### src/rtl/uart_cfg_negotiator.sv
// UART configuration negotiator: master/slave handshake over the RX/TX FIFO byte streams.
// Optional build macro UART_CFG_STATS_EN adds saturating FAIL / NACK statistics outputs.
module uart_cfg_negotiator #(
    parameter int unsigned TIMEOUT_CYCLES = 2500000,
    parameter int unsigned MAX_RETRIES    = 3,
    parameter logic [5:0]  STD_CFG        = 6'b11_10_00
) (
    input  logic       clk_i,
    input  logic       rst_i,
    input  logic       start_mst_i,
    input  logic       std_setup_i,
    input  logic [5:0] cfg_wanted_i,
    input  logic       rx_valid_i,
    input  logic [7:0] rx_data_i,
    output logic       rx_read_o,
    input  logic       tx_full_i,
    output logic       tx_write_o,
    output logic [7:0] tx_data_o,
    output logic [5:0] cfg_o,
    output logic       cfg_we_o,
    output logic       busy_o,
    output logic       cfg_err_o,
`ifdef UART_CFG_STATS_EN
    output logic [7:0] fail_cnt_o,
    output logic [7:0] nack_cnt_o,
`endif
    input  logic       int_en_i,
    output logic       interrupt_o
);

    localparam logic [7:0] C_REQ  = 8'hC0;
    localparam logic [7:0] C_ACK  = 8'hC1;
    localparam logic [7:0] C_NACK = 8'hC2;
    localparam logic [7:0] C_END  = 8'hC3;

    localparam int unsigned     TO_W      = $clog2(TIMEOUT_CYCLES);
    localparam logic [TO_W-1:0] TO_LAST   = TO_W'(TIMEOUT_CYCLES - 1);
    localparam logic [3:0]      RETRY_MAX = 4'(MAX_RETRIES);

    // state   | meaning
    // IDLE    | quiescent, watching for std_setup / REQ / start
    // STD     | load standard configuration
    // M_*     | master: send REQ, fields F0..F2, END; W* states await ACK
    // S_*     | slave: ACK the REQ, wait for fields, reply, apply
    // FAIL    | report error and fall back to standard configuration
    typedef enum logic [3:0] {
        IDLE, STD,
        M_REQ, M_WREQ, M_F0, M_F1, M_F2, M_WF, M_END, M_WEND, M_APPLY,
        S_ACK, S_WAIT, S_REPLY, S_APPLY,
        FAIL
    } state_t;

    state_t          state_q, state_d;
    logic [5:0]      stage_q;
    logic [3:0]      retry_q;
    logic [TO_W-1:0] to_cnt_q;
    logic [1:0]      fld_q;
    logic [7:0]      reply_q;
    logic            reply_end_q;

    logic   is_wait, is_mwait, timeout;
    logic   is_end, fld_legal;
    logic   retry_inc, retry_clr;
    state_t ack_next, resend_next;

    assign is_mwait = (state_q == M_WREQ) || (state_q == M_WF) || (state_q == M_WEND);
    assign is_wait  = is_mwait || (state_q == S_WAIT);
    assign timeout  = is_wait && !rx_valid_i && (to_cnt_q == TO_LAST);
    assign busy_o   = (state_q != IDLE);

    // Control bytes all carry id 11, so id 11 is never a legal field.
    assign is_end    = (rx_data_i == C_END);
    assign fld_legal = (rx_data_i[7:6] != 2'b11) && (rx_data_i[5:2] == 4'b0000) &&
                       !((rx_data_i[7:6] == 2'b10) && (rx_data_i[1:0] == 2'b11));

    always_comb begin
        ack_next    = IDLE;
        resend_next = IDLE;
        case (state_q)
            M_WREQ: begin
                ack_next    = M_F0;
                resend_next = M_REQ;
            end
            M_WF: begin
                case (fld_q)
                    2'd0:    begin ack_next = M_F1;  resend_next = M_F0; end
                    2'd1:    begin ack_next = M_F2;  resend_next = M_F1; end
                    default: begin ack_next = M_END; resend_next = M_F2; end
                endcase
            end
            M_WEND: begin
                ack_next    = M_APPLY;
                resend_next = M_END;
            end
            default: begin
                ack_next    = IDLE;
                resend_next = IDLE;
            end
        endcase
    end

    always_comb begin
        state_d    = state_q;
        rx_read_o  = 1'b0;
        tx_write_o = 1'b0;
        tx_data_o  = 8'h00;
        cfg_we_o   = 1'b0;
        cfg_err_o  = 1'b0;
        retry_inc  = 1'b0;
        retry_clr  = 1'b0;
        case (state_q)
            IDLE: begin
                if (std_setup_i) begin
                    state_d = STD;
                end else if (rx_valid_i && (rx_data_i == C_REQ)) begin
                    rx_read_o = 1'b1;
                    state_d   = S_ACK;
                end else if (start_mst_i) begin
                    state_d = M_REQ;
                end
            end
            STD: begin
                cfg_we_o = 1'b1;
                state_d  = IDLE;
            end
            M_REQ, M_F0, M_F1, M_F2, M_END, S_ACK, S_REPLY: begin
                case (state_q)
                    M_REQ:   tx_data_o = C_REQ;
                    M_F0:    tx_data_o = {2'b00, 4'b0000, stage_q[5:4]};
                    M_F1:    tx_data_o = {2'b01, 4'b0000, stage_q[3:2]};
                    M_F2:    tx_data_o = {2'b10, 4'b0000, stage_q[1:0]};
                    M_END:   tx_data_o = C_END;
                    S_ACK:   tx_data_o = C_ACK;
                    default: tx_data_o = reply_q;
                endcase
                if (!tx_full_i) begin
                    tx_write_o = 1'b1;
                    case (state_q)
                        M_REQ:   state_d = M_WREQ;
                        M_END:   state_d = M_WEND;
                        S_ACK:   state_d = S_WAIT;
                        S_REPLY: state_d = reply_end_q ? S_APPLY : S_WAIT;
                        default: state_d = M_WF;
                    endcase
                end
            end
            M_WREQ, M_WF, M_WEND: begin
                rx_read_o = rx_valid_i;
                if (rx_valid_i && (rx_data_i == C_ACK)) begin
                    retry_clr = 1'b1;
                    state_d   = ack_next;
                end else if (rx_valid_i || timeout) begin
                    if (retry_q == RETRY_MAX) begin
                        state_d = FAIL;
                    end else begin
                        retry_inc = 1'b1;
                        state_d   = resend_next;
                    end
                end
            end
            S_WAIT: begin
                rx_read_o = rx_valid_i;
                if (rx_valid_i) begin
                    cfg_err_o = !(is_end || fld_legal);
                    state_d   = S_REPLY;
                end else if (timeout) begin
                    state_d = FAIL;
                end
            end
            M_APPLY, S_APPLY: begin
                cfg_we_o = 1'b1;
                state_d  = IDLE;
            end
            FAIL: begin
                cfg_err_o = 1'b1;
                cfg_we_o  = 1'b1;
                state_d   = IDLE;
            end
            default: state_d = IDLE;
        endcase
    end

    always_ff @(posedge clk_i) begin
        if (rst_i) begin
            state_q <= IDLE;
            cfg_o   <= STD_CFG;
        end else begin
            state_q <= state_d;
            case (state_q)
                STD, FAIL:        cfg_o <= STD_CFG;
                M_APPLY, S_APPLY: cfg_o <= stage_q;
                default:          cfg_o <= cfg_o;
            endcase
        end
    end

    always_ff @(posedge clk_i) begin
        if (rst_i) begin
            stage_q     <= STD_CFG;
            reply_q     <= C_ACK;
            reply_end_q <= 1'b0;
            fld_q       <= 2'd0;
        end else begin
            if (state_q == IDLE) begin
                if (state_d == S_ACK) begin
                    stage_q <= cfg_o;
                end else if (state_d == M_REQ) begin
                    stage_q <= cfg_wanted_i;
                end
            end
            if ((state_q == S_WAIT) && rx_valid_i) begin
                reply_end_q <= is_end;
                reply_q     <= (is_end || fld_legal) ? C_ACK : C_NACK;
                if (fld_legal) begin
                    case (rx_data_i[7:6])
                        2'b00:   stage_q[5:4] <= rx_data_i[1:0];
                        2'b01:   stage_q[3:2] <= rx_data_i[1:0];
                        default: stage_q[1:0] <= rx_data_i[1:0];
                    endcase
                end
            end
            case (state_q)
                M_F0:    fld_q <= 2'd0;
                M_F1:    fld_q <= 2'd1;
                M_F2:    fld_q <= 2'd2;
                default: fld_q <= fld_q;
            endcase
        end
    end

    always_ff @(posedge clk_i) begin
        if (rst_i || (state_q == IDLE) || retry_clr) begin
            retry_q <= 4'd0;
        end else if (retry_inc) begin
            retry_q <= retry_q + 4'd1;
        end
        if (rst_i || !is_wait) begin
            to_cnt_q <= '0;
        end else if (!rx_valid_i && !timeout) begin
            to_cnt_q <= to_cnt_q + 1'b1;
        end
    end

    always_ff @(posedge clk_i) begin
        if (rst_i) begin
            interrupt_o <= 1'b0;
        end else if (cfg_err_o && int_en_i) begin
            interrupt_o <= 1'b1;
        end else if (start_mst_i || std_setup_i) begin
            interrupt_o <= 1'b0;
        end
    end

`ifdef UART_CFG_STATS_EN
    logic nack_evt;

    assign nack_evt = ((state_q == S_REPLY) && tx_write_o && (reply_q == C_NACK)) ||
                      (is_mwait && rx_valid_i && (rx_data_i == C_NACK));

    always_ff @(posedge clk_i) begin
        if (rst_i) begin
            fail_cnt_o <= 8'd0;
            nack_cnt_o <= 8'd0;
        end else begin
            if ((state_q == FAIL) && (fail_cnt_o != 8'hFF)) begin
                fail_cnt_o <= fail_cnt_o + 8'd1;
            end
            if (nack_evt && (nack_cnt_o != 8'hFF)) begin
                nack_cnt_o <= nack_cnt_o + 8'd1;
            end
        end
    end
`endif

endmodule
### config.mk
export PLATFORM = sky130hd
export DESIGN_NAME = uart_cfg_negotiator
export DESIGN_NICKNAME = d
export VERILOG_FILES = /design/src/rtl/uart_cfg_negotiator.sv
export SDC_FILE = /design/constraint.sdc
export NUM_CORES = 1
export LEC_CHECK = 0
export CAP_MARGIN = 5
export CORE_ASPECT_RATIO = 0.7
export CORE_UTILIZATION = 59
export CTS_CLUSTER_SIZE = 14
export DETAILED_ROUTE_END_ITERATION = 16
export PLACE_DENSITY = 0.85
export RECOVER_POWER = 50
export REMOVE_ABC_BUFFERS = 1
export SKIP_CTS_REPAIR_TIMING = 1
export SYNTH_ARGS = -nofsm -noshare
export SYNTH_HDL_FRONTEND = slang
export SYNTH_SLANG_ARGS = --single-unit
### constraint.sdc
create_clock -name clk_i -period 5.9 [get_ports clk_i]
set_input_delay 0.885 -clock clk_i [delete_from_list [all_inputs] [get_ports clk_i]]
set_output_delay 0.885 -clock clk_i [all_outputs]
set_load 0.005 [all_outputs]
==> impl_metrics.tcl <==
set metrics [dict create \
    setup_tns_ns 0 \
    grt_first_pass_wirelength_mm 12.0 \
    synth-seq-area-share_pct 33.3 \
    ios 41 \
    cts_tree "yes" \
    path_class "in2reg" \
    min_path_type "reg2reg" \
    yosysWarnings 0 \
    max_slew_margin_pct 42.4 \
    clk-insertion-delay-late_ns 0.31 \
    vias_per_cell 6.46 \
    max_freq_ghz 0.251 \
    drive_above_1_share_pct 5.37 \
    fin_nets 413 \
    synth_flop_cell "dfxtp_1" \
    synth_seq_cells 48 \
    fin_util_pct 73.2 \
    crit_path_end_kind "flop" \
    fp.dieH_um 60.5 \
    min_period_ns 3.98 \
    grt_pass1_vias 2395 \
    vias 2879 \
    ys_async_sr_fraction_pct 0 \
    wl_mm 7.58 \
    synth_top_cell_by_area "dfxtp_1" \
    synth_cell_type_count 66 \
    yosysMostFrequentCell "nor2_1" \
    fin_crit_sh_pct 67.5 \
    rows 20 \
    route.detailed.drc 0 \
    setup_viol 0 \
    peakVddDrop_uv 201 \
    ant_nets 0 \
    status "complete, no violations" \
    overflow 0 \
    clkTransAtPathRegs_ns 0.09 \
    dieArea_um2 5170 \
    arrival_ns 4.16 \
    cts_sinks 48 \
    die_x_um 85.5 \
    startpoint_type "input pin" \
    first_iter_violations 379 \
    tightest_slew_ns 0.860 \
    dr.pass1.iters 6 \
    dp_hpwl_mm 5.51 \
    rsz0062_at_grt "false" \
    power_density_nw_per_um2 303 \
    place_congestion 0.944 \
    coreArea_um2 4500 \
    wl_per_cell_um 17.0 \
    crit_fanout 14 \
    synthToLayoutAreaGrowth_pct 14.4 \
    htreeDepth 2 \
    fillers 376 \
    syn_area_per_cell_um2 7.92 \
    synth_top_cells_by_count "nor2_1, dfxtp_1, nand2_1, xor2_1, a21oi_1" \
    p_leak_nw 1.13 \
    syn_area_um2 2880 \
    clk_path_buf_depth 2 \
    max-cap-violations 0 \
    cp.required_ns 6.08 \
    grt_usage_pct 30.1 \
    slew_viol_final 0 \
    antenna_found_initial 0 \
    antenna_cells 0 \
    netlist.area_leader.share_pct 33.3 \
    synth_edf_count 0 \
    io_buffers 36 \
    start_util_pct 64.0 \
    grt_max_degree 29 \
    synthTopCellsByArea "dfxtp_1, nor2_1, xor2_1, nand2_1, a21oi_1" \
    finalHoldViolCount 0 \
    clock_skew_ns 0.00805 \
    postSynthCellCount 364 \
    cts_root_buf "clkbuf_8" \
    numCtsBuffers 5 \
]
placed cells by master (no fill, tap or decap), types with 2 or more instances in the layout:
cell	synthesis	routed
a211o_1	3	3
nor4b_1	7	7
ha_1	2	2
dfxtp_1	48	48
a221oi_1	2	2
clkdlybuf4s50_1	0	27
xor2_1	18	18
nand2_1	32	33
mux2i_1	5	5
conb_1	1	4
a22oi_1	5	5
nor3_2	3	3
nand2b_1	3	3
and3_1	5	5
a311o_1	2	2
dlygate4sd3_1	0	9
o21ai_1	5	5
nor3b_1	2	2
xnor2_1	8	8
nor3_1	12	12
nor2_1	56	56
clkbuf_8	0	5
and4_1	4	4
nor4_2	2	2
a21oi_1	17	17
a31oi_1	5	6
and2_1	3	3
nor2b_1	2	2
nor4_1	6	6
o211ai_1	5	5
a221o_1	2	2
nand3_1	11	11
o22ai_1	6	6
nand4_1	12	12
or3_1	2	2
inv_1	9	10
o21ai_0	9	9
cells by family after synthesis:
group	count (synthesis)	synth area share, %
AO/OA/AOI/OAI	78	19.8
XOR/XNOR	26	7.90
adder cells (fa/ha/maj)	2	0.868
buffers and inverters	33	5.17
flip-flops	48	33.3
multiplexers	6	2.13
other	1	0.130
AND/OR/NAND/NOR	170	30.7
sequential cells by signal (all words and copies together) (netlist names):
signal       cells
cfg_o            6
fld_q            2
interrupt_o      1
reply_end_q      1
reply_q          2
retry_q          4
stage_q          6
state_q          4
to_cnt_q        22
metrics by stage:
step	std cells	power [mW]	hold slack, ns	worst slack (ns)	cell area [um^2]
floorplan	346	0.652	0.457	2.90	2790
global placement	438	0.785	0.475	2.08	3230
detailed placement	438	0.791	0.485	2.00	3230
CTS	446	0.992	0.509	2.04	3310
global route	446	1.06	0.542	1.66	3300
finish	446	1.00	0.514	1.92	3300
path summary, 6_finish.rpt:
path | startpoint | endpoint | slack [ns] | cells after the start
hold reg to reg | reply_end_q$_SDFFE_PP0P_ | reply_end_q$_SDFFE_PP0P_ | 0.51 | 2
setup / recovery | rx_valid_i | to_cnt_q[21]$_SDFFE_PP0P_ | 1.92 | 9
hold / removal | reply_end_q$_SDFFE_PP0P_ | reply_end_q$_SDFFE_PP0P_ | 0.51 | 2
setup reg to reg | state_q[2]$_SDFF_PP0_ | stage_q[0]$_SDFF_PP0_ | 2.38 | 9
layer usage:
| metal | up-vias | part of all wire (%) | GRT usage, % |
|---|---|---|---|
| li1 | 1376 | - | - |
| met1 | 1319 | 49 | 46.9 |
| met2 | 171 | 39 | 40.2 |
| met3 | 13 | 11 | 8.98 |
| met4 | 0 | 1.2 | 6.43 |
| met5 | - | 0 | 0 |
where the power goes:
part	switching (mW)	internal (mW)	total [mW]
Combinational	0.228	0.173	0.401
Clock	0.120	0.0846	0.204
Sequential	0.0458	0.350	0.395
Total	0.393	0.607	1.00
cell type report:
cell class,count,area (um^2),share of cell area [%]
repair buffers,37,368,11.2
clock buffers,6,72.6,2.20
clock inverters,2,16.3,0.493
flip-flops and latches,48,961,29.1
multi-input cells,286,1770,53.5
inverters,12,45.0,1.37
well taps,55,68.8,2.09
critical path, stage by stage:
cell and delay, ns:
dlygate4sd3_1 0.86, nor4b_1 0.09, and4_1 0.27, a31oi_1 0.73
nand4_1 0.35, nor4_2 0.58, nand4_1 0.18, xor2_1 0.16
nor2_1 0.05
(Power assumes the default switching activity.)
